[src/rtl/sie_owner_mux_pkg.sv]
// Shared types for the SIE ownership multiplexer: FSM states, the bundled
// SIE port (control, data, write enable and speed-control lines) and its idle value.
package sie_owner_mux_pkg;

   typedef enum logic [1:0] {
      RUN   = 2'd0,
      DRAIN = 2'd1,
      GUARD = 2'd2
   } state_t;

   typedef struct packed {
      logic [7:0] ctrl;
      logic [7:0] data;
      logic       wEn;
      logic       polarity;
      logic       bitRate;
      logic       noActTo;
   } sie_port_t;

   localparam sie_port_t SIE_IDLE = '{
      ctrl:     8'h00,
      data:     8'h00,
      wEn:      1'b0,
      polarity: 1'b0,
      bitRate:  1'b0,
      noActTo:  1'b0
   };

endpackage

[src/rtl/sie_owner_mux_sel.sv]
// Combinational NUM_SRC-way selection of one SIE port bundle by index.
// An index with no matching source yields SIE_IDLE rather than wrapping.
module sie_owner_mux_sel
   import sie_owner_mux_pkg::*;
#(
   parameter int NUM_SRC = 2,
   parameter int SEL_W   = 1
)(
   input  sie_port_t [NUM_SRC-1:0] src,
   input  logic [SEL_W-1:0]        idx,
   output sie_port_t               sel
);

   // pick the source whose index matches
   always_comb begin
      sel = SIE_IDLE;
      for (int i = 0; i < NUM_SRC; i++) begin
         if (idx == SEL_W'(i)) sel = src[i];
      end
   end

endmodule

[src/rtl/sie_owner_mux.sv]
// SIE ownership multiplexer. Passes the committed owner's SIE port through
// with one register stage; an ownership change drains the current owner,
// holds a quiet guard interval, then commits the new owner.
//
// Optional feature: define SIE_OWNER_MUX_TIMEOUT_EN to bound the drain
// phase to TIMEOUT_CYCLES and flag timeoutErr when it expires.
//
//   state | meaning
//   RUN   | committed owner drives the SIE port
//   DRAIN | switch pending, waiting for the owner's transfer to finish
//   GUARD | port quiet (no write, zero ctrl/data) before commit
module sie_owner_mux
   import sie_owner_mux_pkg::*;
#(
   parameter int   NUM_SRC        = 2,
   parameter int   RESET_OWNER    = 0,
   parameter int   GUARD_CYCLES   = 4,
   parameter int   TIMEOUT_CYCLES = 1024,
   localparam int  SEL_W          = (NUM_SRC > 2) ? $clog2(NUM_SRC) : 1
)(
   input  logic                   usbClk,
   input  logic                   rstN,
   input  logic [SEL_W-1:0]       ownerSel,
   input  logic                   sieBusy,
   input  logic [8*NUM_SRC-1:0]   ctrlIn,
   input  logic [8*NUM_SRC-1:0]   dataIn,
   input  logic [NUM_SRC-1:0]     wEnIn,
   input  logic [NUM_SRC-1:0]     polarityIn,
   input  logic [NUM_SRC-1:0]     bitRateIn,
   input  logic [NUM_SRC-1:0]     noActToIn,
   output logic [7:0]             ctrlToSIE,
   output logic [7:0]             dataToSIE,
   output logic                   wEnToSIE,
   output logic                   polarityToSIE,
   output logic                   bitRateToSIE,
   output logic                   noActToToSIE,
   output logic [SEL_W-1:0]       activeOwner,
   output logic                   switching,
   output logic                   switchDone,
   output logic                   timeoutErr
);

   localparam int GW = (GUARD_CYCLES > 1) ? $clog2(GUARD_CYCLES) : 1;

   sie_port_t [NUM_SRC-1:0] src;
   sie_port_t               owner_port;
   sie_port_t               port_q;
   state_t                  state;
   logic [SEL_W-1:0]        target;
   logic [GW-1:0]           guard_cnt;
   logic                    sel_valid;
   logic                    sel_other;
   logic                    drained;
   logic                    timeout_hit;

   // gather the flat per-source buses into port bundles
   always_comb begin
      src = '0;
      for (int i = 0; i < NUM_SRC; i++) begin
         src[i].ctrl     = ctrlIn[8*i +: 8];
         src[i].data     = dataIn[8*i +: 8];
         src[i].wEn      = wEnIn[i];
         src[i].polarity = polarityIn[i];
         src[i].bitRate  = bitRateIn[i];
         src[i].noActTo  = noActToIn[i];
      end
   end

   sie_owner_mux_sel #(
      .NUM_SRC (NUM_SRC),
      .SEL_W   (SEL_W)
   ) u_sel (
      .src (src),
      .idx (activeOwner),
      .sel (owner_port)
   );

   // out-of-range requests are dropped, never wrapped onto a real source
   assign sel_valid = ({1'b0, ownerSel} < (SEL_W+1)'(NUM_SRC));
   assign sel_other = sel_valid && (ownerSel != activeOwner);
   assign drained   = !sieBusy && !owner_port.wEn;

`ifdef SIE_OWNER_MUX_TIMEOUT_EN
   localparam int TW = (TIMEOUT_CYCLES > 1) ? $clog2(TIMEOUT_CYCLES) : 1;

   logic [TW-1:0] drain_cnt;

   assign timeout_hit = (state == DRAIN) && (drain_cnt == TW'(TIMEOUT_CYCLES-1));

   // count cycles spent in DRAIN; zero whenever outside it so entry starts at 0
   always_ff @(posedge usbClk or negedge rstN) begin
      if (!rstN)                drain_cnt <= '0;
      else if (state != DRAIN)  drain_cnt <= '0;
      else if (!timeout_hit)    drain_cnt <= drain_cnt + 1'b1;
   end
`else
   assign timeout_hit = 1'b0;
`endif

   // ownership sequencer and registered SIE port
   always_ff @(posedge usbClk or negedge rstN) begin
      if (!rstN) begin
         state       <= RUN;
         activeOwner <= SEL_W'(RESET_OWNER);
         target      <= SEL_W'(RESET_OWNER);
         guard_cnt   <= '0;
         port_q      <= SIE_IDLE;
         switching   <= 1'b0;
         switchDone  <= 1'b0;
         timeoutErr  <= 1'b0;
      end else begin
         switchDone <= 1'b0;
         timeoutErr <= 1'b0;
         case (state)
            RUN: begin
               port_q <= owner_port;
               if (sel_other) begin
                  target    <= ownerSel;
                  state     <= DRAIN;
                  switching <= 1'b1;
               end
            end
            DRAIN: begin
               port_q <= owner_port;
               // returning to the current owner wins over a same-cycle drain
               if (ownerSel == activeOwner) begin
                  state     <= RUN;
                  switching <= 1'b0;
               end else begin
                  if (sel_valid) target <= ownerSel;
                  if (drained || timeout_hit) begin
                     state      <= GUARD;
                     guard_cnt  <= GW'(GUARD_CYCLES-1);
                     timeoutErr <= timeout_hit && !drained;
                  end
               end
            end
            GUARD: begin
               // speed-control lines keep the old owner's values through the gap
               port_q.ctrl <= '0;
               port_q.data <= '0;
               port_q.wEn  <= 1'b0;
               if (guard_cnt == '0) begin
                  activeOwner <= target;
                  switchDone  <= 1'b1;
                  state       <= RUN;
                  switching   <= 1'b0;
               end else begin
                  guard_cnt <= guard_cnt - 1'b1;
               end
            end
            default: begin
               state     <= RUN;
               switching <= 1'b0;
            end
         endcase
      end
   end

   assign ctrlToSIE     = port_q.ctrl;
   assign dataToSIE     = port_q.data;
   assign wEnToSIE      = port_q.wEn;
   assign polarityToSIE = port_q.polarity;
   assign bitRateToSIE  = port_q.bitRate;
   assign noActToToSIE  = port_q.noActTo;

endmodule

[config.mk]
export PLATFORM = sky130hd
export DESIGN_NAME = sie_owner_mux
export DESIGN_NICKNAME = d
export VERILOG_FILES = /design/src/rtl/sie_owner_mux_pkg.sv /design/src/rtl/sie_owner_mux_sel.sv /design/src/rtl/sie_owner_mux.sv
export SDC_FILE = /design/constraint.sdc
export NUM_CORES = 1
export LEC_CHECK = 0
export BUFFER_PORTS_ARGS = -buffer_cell sky130_fd_sc_hd__clkbuf_2
export CAP_MARGIN = 20
export CORE_MARGIN = 2
export CORE_UTILIZATION = 49
export CTS_CLUSTER_DIAMETER = 100
export CTS_CLUSTER_SIZE = 25
export DETAILED_ROUTE_END_ITERATION = 7
export PLACE_DENSITY = 0.8
export SLEW_MARGIN = 20
export SYNTH_ARGS = -nofsm -noshare
export SYNTH_HDL_FRONTEND = slang
export SYNTH_HIERARCHICAL = 1
export SYNTH_SLANG_ARGS = --single-unit
[constraint.sdc]
create_clock -name usbClk -period 2.7 [get_ports usbClk]
set_clock_uncertainty 0.1 [all_clocks]
set_input_delay 0.54 -clock usbClk [delete_from_list [all_inputs] [get_ports usbClk]]
set_output_delay 0.54 -clock usbClk [all_outputs]
set_load 0.03 [all_outputs]
## After elaboration in Yosys (flattened, before gate mapping)

Index checks and enable logic that the tools add are counted.

| word-level totals | value |
|---|---|
| memories | 0 |
| latch bits | 0 |
| input port bits | 44 |
| word-level logic and storage cells | 58 |
| memory bits (read-only) | 0 |
| bits in writable memories | 0 |
| register bits | 28 |

| operators by class | value |
|---|---|
| $lt $le $gt $ge | 0 |
| equal/unequal tests | 11 |
| muxes and demuxes | 20 |
| div/mod/pow operators | 0 |
| add/sub/neg operators | 1 |
| shift operators | 0 |
| bitwise gates (word level) | 0 |
| $mul | 0 |
| reduce and logical (&&, ||, !) cells | 14 |

Operator list:

| cell | count |
|---|---|
| 17-bit case mux with 2 select lines | 1 |
| 20-bit 2-to-1 mux | 1 |
| 2-bit 2-to-1 mux | 7 |
| 2-bit != test, second input constant | 6 |
| 3-bit AND reduction | 3 |
| 1-bit 2-to-1 mux | 7 |
| 2-bit case mux with 3 select lines | 1 |
| 2-bit nonzero test | 3 |
| 2-bit zero test | 2 |
| 2-bit case mux with 2 select lines | 1 |
| 4-bit AND reduction | 1 |
| 3-bit != test, second input constant | 1 |
| 1-bit case mux with 3 select lines | 1 |
| 2-bit by 1-bit equality test with 1-bit output, second input constant | 1 |
| 2-bit equality test, second input constant | 1 |
| 1-bit zero test | 2 |
| 1-bit case mux with 2 select lines | 1 |
| 2-bit AND reduction | 1 |
| 2-bit OR reduction | 1 |
| 2-bit by 1-bit subtractor with 2-bit output, second input constant | 1 |
| 1-bit equality test | 1 |
| 1-bit logical AND | 1 |
| 1-bit != test | 1 |

## Depth between registers and ports, before layout

| logic depth | value |
|---|---|
| word-level depth | 6 |
| depth in mapped cells | 5 |
| mapped depth without buffers | 5 |

## By module

Netlist, hierarchy kept.

Modules (own cells, without submodules):

| module | instances | area each (sq um) | seq. area each (sq um) | cells each |
|---|---|---|---|---|
| sie_owner_mux | 1 | 1096.1 | 700.7 | 80 |
| sie_owner_mux_sel | 1 | 322.8 | 0.0 | 22 |

## Least setup slack after synthesis

No wires, ideal clock.

| timing | value |
|---|---|
| path type | register to register |
| start | register activeOwner |
| end | register guard_cnt[0] |
| path buffers | 1 |
| path slack | 0.841 ns |
| stages on the path, launching flop included | 6 |
| required time | 2.522 ns |
| arrival time | 1.681 ns |
| library setup time | 0.078 ns |
| cells stage by stage | dfrtp_1 buf_6 mux2_4 nor3b_1 a311oi_1 a21oi_1 |

RTL lines:

| what | line | RTL |
|---|---|---|
| from (decl) | sie_owner_mux.sv:37 | `output logic [SEL_W-1:0] activeOwner,` |
| from (signal assigned) | sie_owner_mux.sv:104 | `activeOwner <= SEL_W'(RESET_OWNER);` |
| from (signal assigned) | sie_owner_mux.sv:144 | `activeOwner <= target;` |
| to (signal assigned) | sie_owner_mux.sv:133 | `guard_cnt <= GW'(GUARD_CYCLES-1);` |
| to (signal assigned) | sie_owner_mux.sv:149 | `guard_cnt <= guard_cnt - 1'b1;` |
| to (decl) | sie_owner_mux.sv:50 | `logic [GW-1:0] guard_cnt;` |

## Final worst setup path

| timing | value |
|---|---|
| start | register activeOwner |
| end | output activeOwner |

No word-level cell between the ends.

==> impl_results.md <==
* Residual DRC count at 0
* Remaining global-route overflow at 0
* CTS max path bufs at 2
* Root Driver: clkbuf_4
* Status: finished, final reports clean
* Fin crit period at 2.05 ns
* Overall power at 2.13 mW
* Final Wtd Congestion at 0.781
* Final period util at 75.9%
* Drt total wl at 2840 um
* HP Class: input port to asynchronous set/reset pin
* Final setup fails at 0
* Clock Pin Slew Worst Setup and Hold Paths at 0.15 ns
* Die Height at 57.8 um
* Number of antenna violations at the first check in global routing at 0
* Synth unique cells at 24
* Slowest-stage cell, CP: dfrtp_1
* R2R Path Start: activeOwner
* Dpl cells at 193
* Hold slack at 0.132 ns
* R2R setup slack at 0.69 ns
* Crit-path max FO at 13
* Wire per inst at 14.4 um
* Reg2Reg Depth at 4
* CTS H-tree lvls at 1
* Post-CTS setup buffers at 0
* Least-Margin Pin Slew at 0.690 ns
* Leakage power at 0.940 nW
* Die area at 3340 um2
* Top cells by area, synth: dfrtp_1 (49%), mux2_4 (21%), a22o_1 (11%)
* Initial Utilization at 51.5%
* CP top delay family: flip-flops
* Non-Filler Instances at 197
* Synth Area per Inst at 13.9 um2
* Leading area contributor after synthesis: dfrtp_1
* Final Max Slew Viols at 0
* Max-Cap Viols at 0
* Global-route usage over all layers at 18.3%
* Via count at 1,047
* Hold Fails Final Rpt at 0
* Peak Freq at 0.488 GHz
* Starting DRC count in detailed routing at 28
* Power per cell area at 1200 nW/um2
* Vias in the first global route at 1,062
* Number of buffers added on ports at 66
* CP cell instances: clkbuf_2
* CP Capture Type: output port
* Drt first pass iters at 4
* Cell Rows at 19
* Nets at 212
* Synthesis-stage register bit count at 28
* Synthesized Nets at 147
* Share of layout cells above drive strength 1 at 60.2%
* Synth warn at 6
* Setup crit start kind: register
* Largest net degree at the start of global routing at 29
* Max stage delay on crit path at 0.77 ns
* Die Wd at 57.8 um
* Sequential-to-total area share from yosys stat at 49.4%
* Max IR drop VDD at 0.780 mV
* I/O pin total at 68
* Worst setup path class: register to output port
* Syn-to-layout area delta at 25.2%
* Cts repair resizes at 0
* DP HPWL at 2190 um
* Cell count after synthesis at 102
* Vias per inst at 5.31
* Num CTS Buffers at 3
* Floorplan core area at 2760 um2
* CP bufs+invs at 1
* First-pass GRT wire length at 4780 um
* Synth Cell Area at 1420 um2
* RSZ-0062 raised after global routing: no
* N_diodes at 0
* Data required, critical path at 2.06 ns
* Setup TNS at 0 ns
* Clk sinks at 28
* Critical R2R Capture: guard_cnt[0]
* Arr. time, crit path at 1.41 ns
* Slew headroom at 54.0%
* Hold_buf cts at 0
* Synth top area share at 49.4%
* CTS tree: done
* DRT antenna net count at 0
* Worst skew pair latency at 0.32 ns
-- cells by family (layout without fill, tap and decap cells) --
kind of cell | count (synthesis) | count (layout) | share of synthesized area [%]
other | 1 | 1 | 0.264
buffers and inverters | 11 | 75 | 4.94
xor gates and xnor gates | 1 | 1 | 1.15
muxes | 24 | 24 | 24.3
DFF | 28 | 28 | 49.4
adders and majority gates | 2 | 2 | 1.68
and+or+nand+nor | 11 | 11 | 4.59
AOI/OAI and AO/OA | 24 | 24 | 13.7
-- synth_stat cells --
cell       n
a21oi_1    2
a22o_1    18
a311oi_1   1
and3_1     1
buf_2      2
buf_4      3
buf_6      2
conb_1     1
dfrtp_1   28
ha_1       1
inv_1      2
inv_2      2
maj3_2     1
mux2_2     4
mux2_4    20
nand2_1    3
nand3_1    1
nor2_1     2
nor2_4     1
nor3b_1    2
o211ai_1   1
o21ai_0    2
or3b_1     1
xor2_2     1
-- cell type report --
cell class                 instances  area (um2)
fill                             216         981
sequential                        28         701
multi-input combinational         63         648
timing repair buffer              67         338
tap                               31        38.8
clock buffer                       4        36.3
inverter                           4        15.0
-- registers in the layout (all words and copies together) (netlist names) --
name,cells
ctrlToSIE,8
dataToSIE,8
guard_cnt,2
state,2
activeOwner,1
bitRateToSIE,1
noActToToSIE,1
polarityToSIE,1
switchDone,1
switching,1
target,1
wEnToSIE,1
-- per-layer routing --
layer	vias to the layer above	GRT usage (%)	part of all wire (%)
li1	502	-	-
met1	504	23.5	44
met2	39	31.5	49
met3	2	3.57	6.6
met4	0	4.98	0.35
met5	-	0	0
-- per-stage QoR --
stage          area [um2]  setup WS (ns)  util [%]
3_3_place_gp         1740          0.837      63.1
2_1_floorplan        1420          0.841         -
5_1_grt              1780          0.516      64.4
6_report             1780          0.650      64.4
3_5_place_dp         1740          0.691      63.1
4_1_cts              1780          0.596      64.4
-- cells in the final DEF, fill, tap and decap left out --
master	instances
o211ai_1	1
maj3_2	1
a21oi_1	2
or3b_1	1
nand2_1	3
inv_2	2
nor2_1	2
clkbuf_4	3
buf_4	1
nor3b_1	2
a22o_1	18
conb_1	1
nand3_1	1
nor2_4	1
mux2_4	20
mux2_2	4
inv_1	2
dfrtp_1	28
ha_1	1
and3_1	1
o21ai_0	2
clkbuf_2	66
clkbuf_8	1
a311oi_1	1
xor2_2	1
-- how the worst max path moves through the flow --
stage | end | startpoint | depth (start not counted) | slack [ns]
final | activeOwner | activeOwner | 1 | 0.65
after global routing | guard_cnt[0] | activeOwner | 4 | 0.52
after CTS | activeOwner | activeOwner | 1 | 0.60
after detailed placement | guard_cnt[0] | activeOwner | 4 | 0.69
after global placement | guard_cnt[0] | activeOwner | 4 | 0.84
after floorplan | guard_cnt[0] | activeOwner | 5 | 0.84
-- report_power, final --
part | leakage, nW | total (mW) | switching [mW] | internal (mW)
combinational | 0.588 | 1.14 | 0.654 | 0.490
clock | 0.0210 | 0.201 | 0.118 | 0.0824
sequential | 0.331 | 0.786 | 0.170 | 0.617
total | 0.940 | 2.13 | 0.941 | 1.19
No activity file was read; power rests on OpenSTA's default activity.
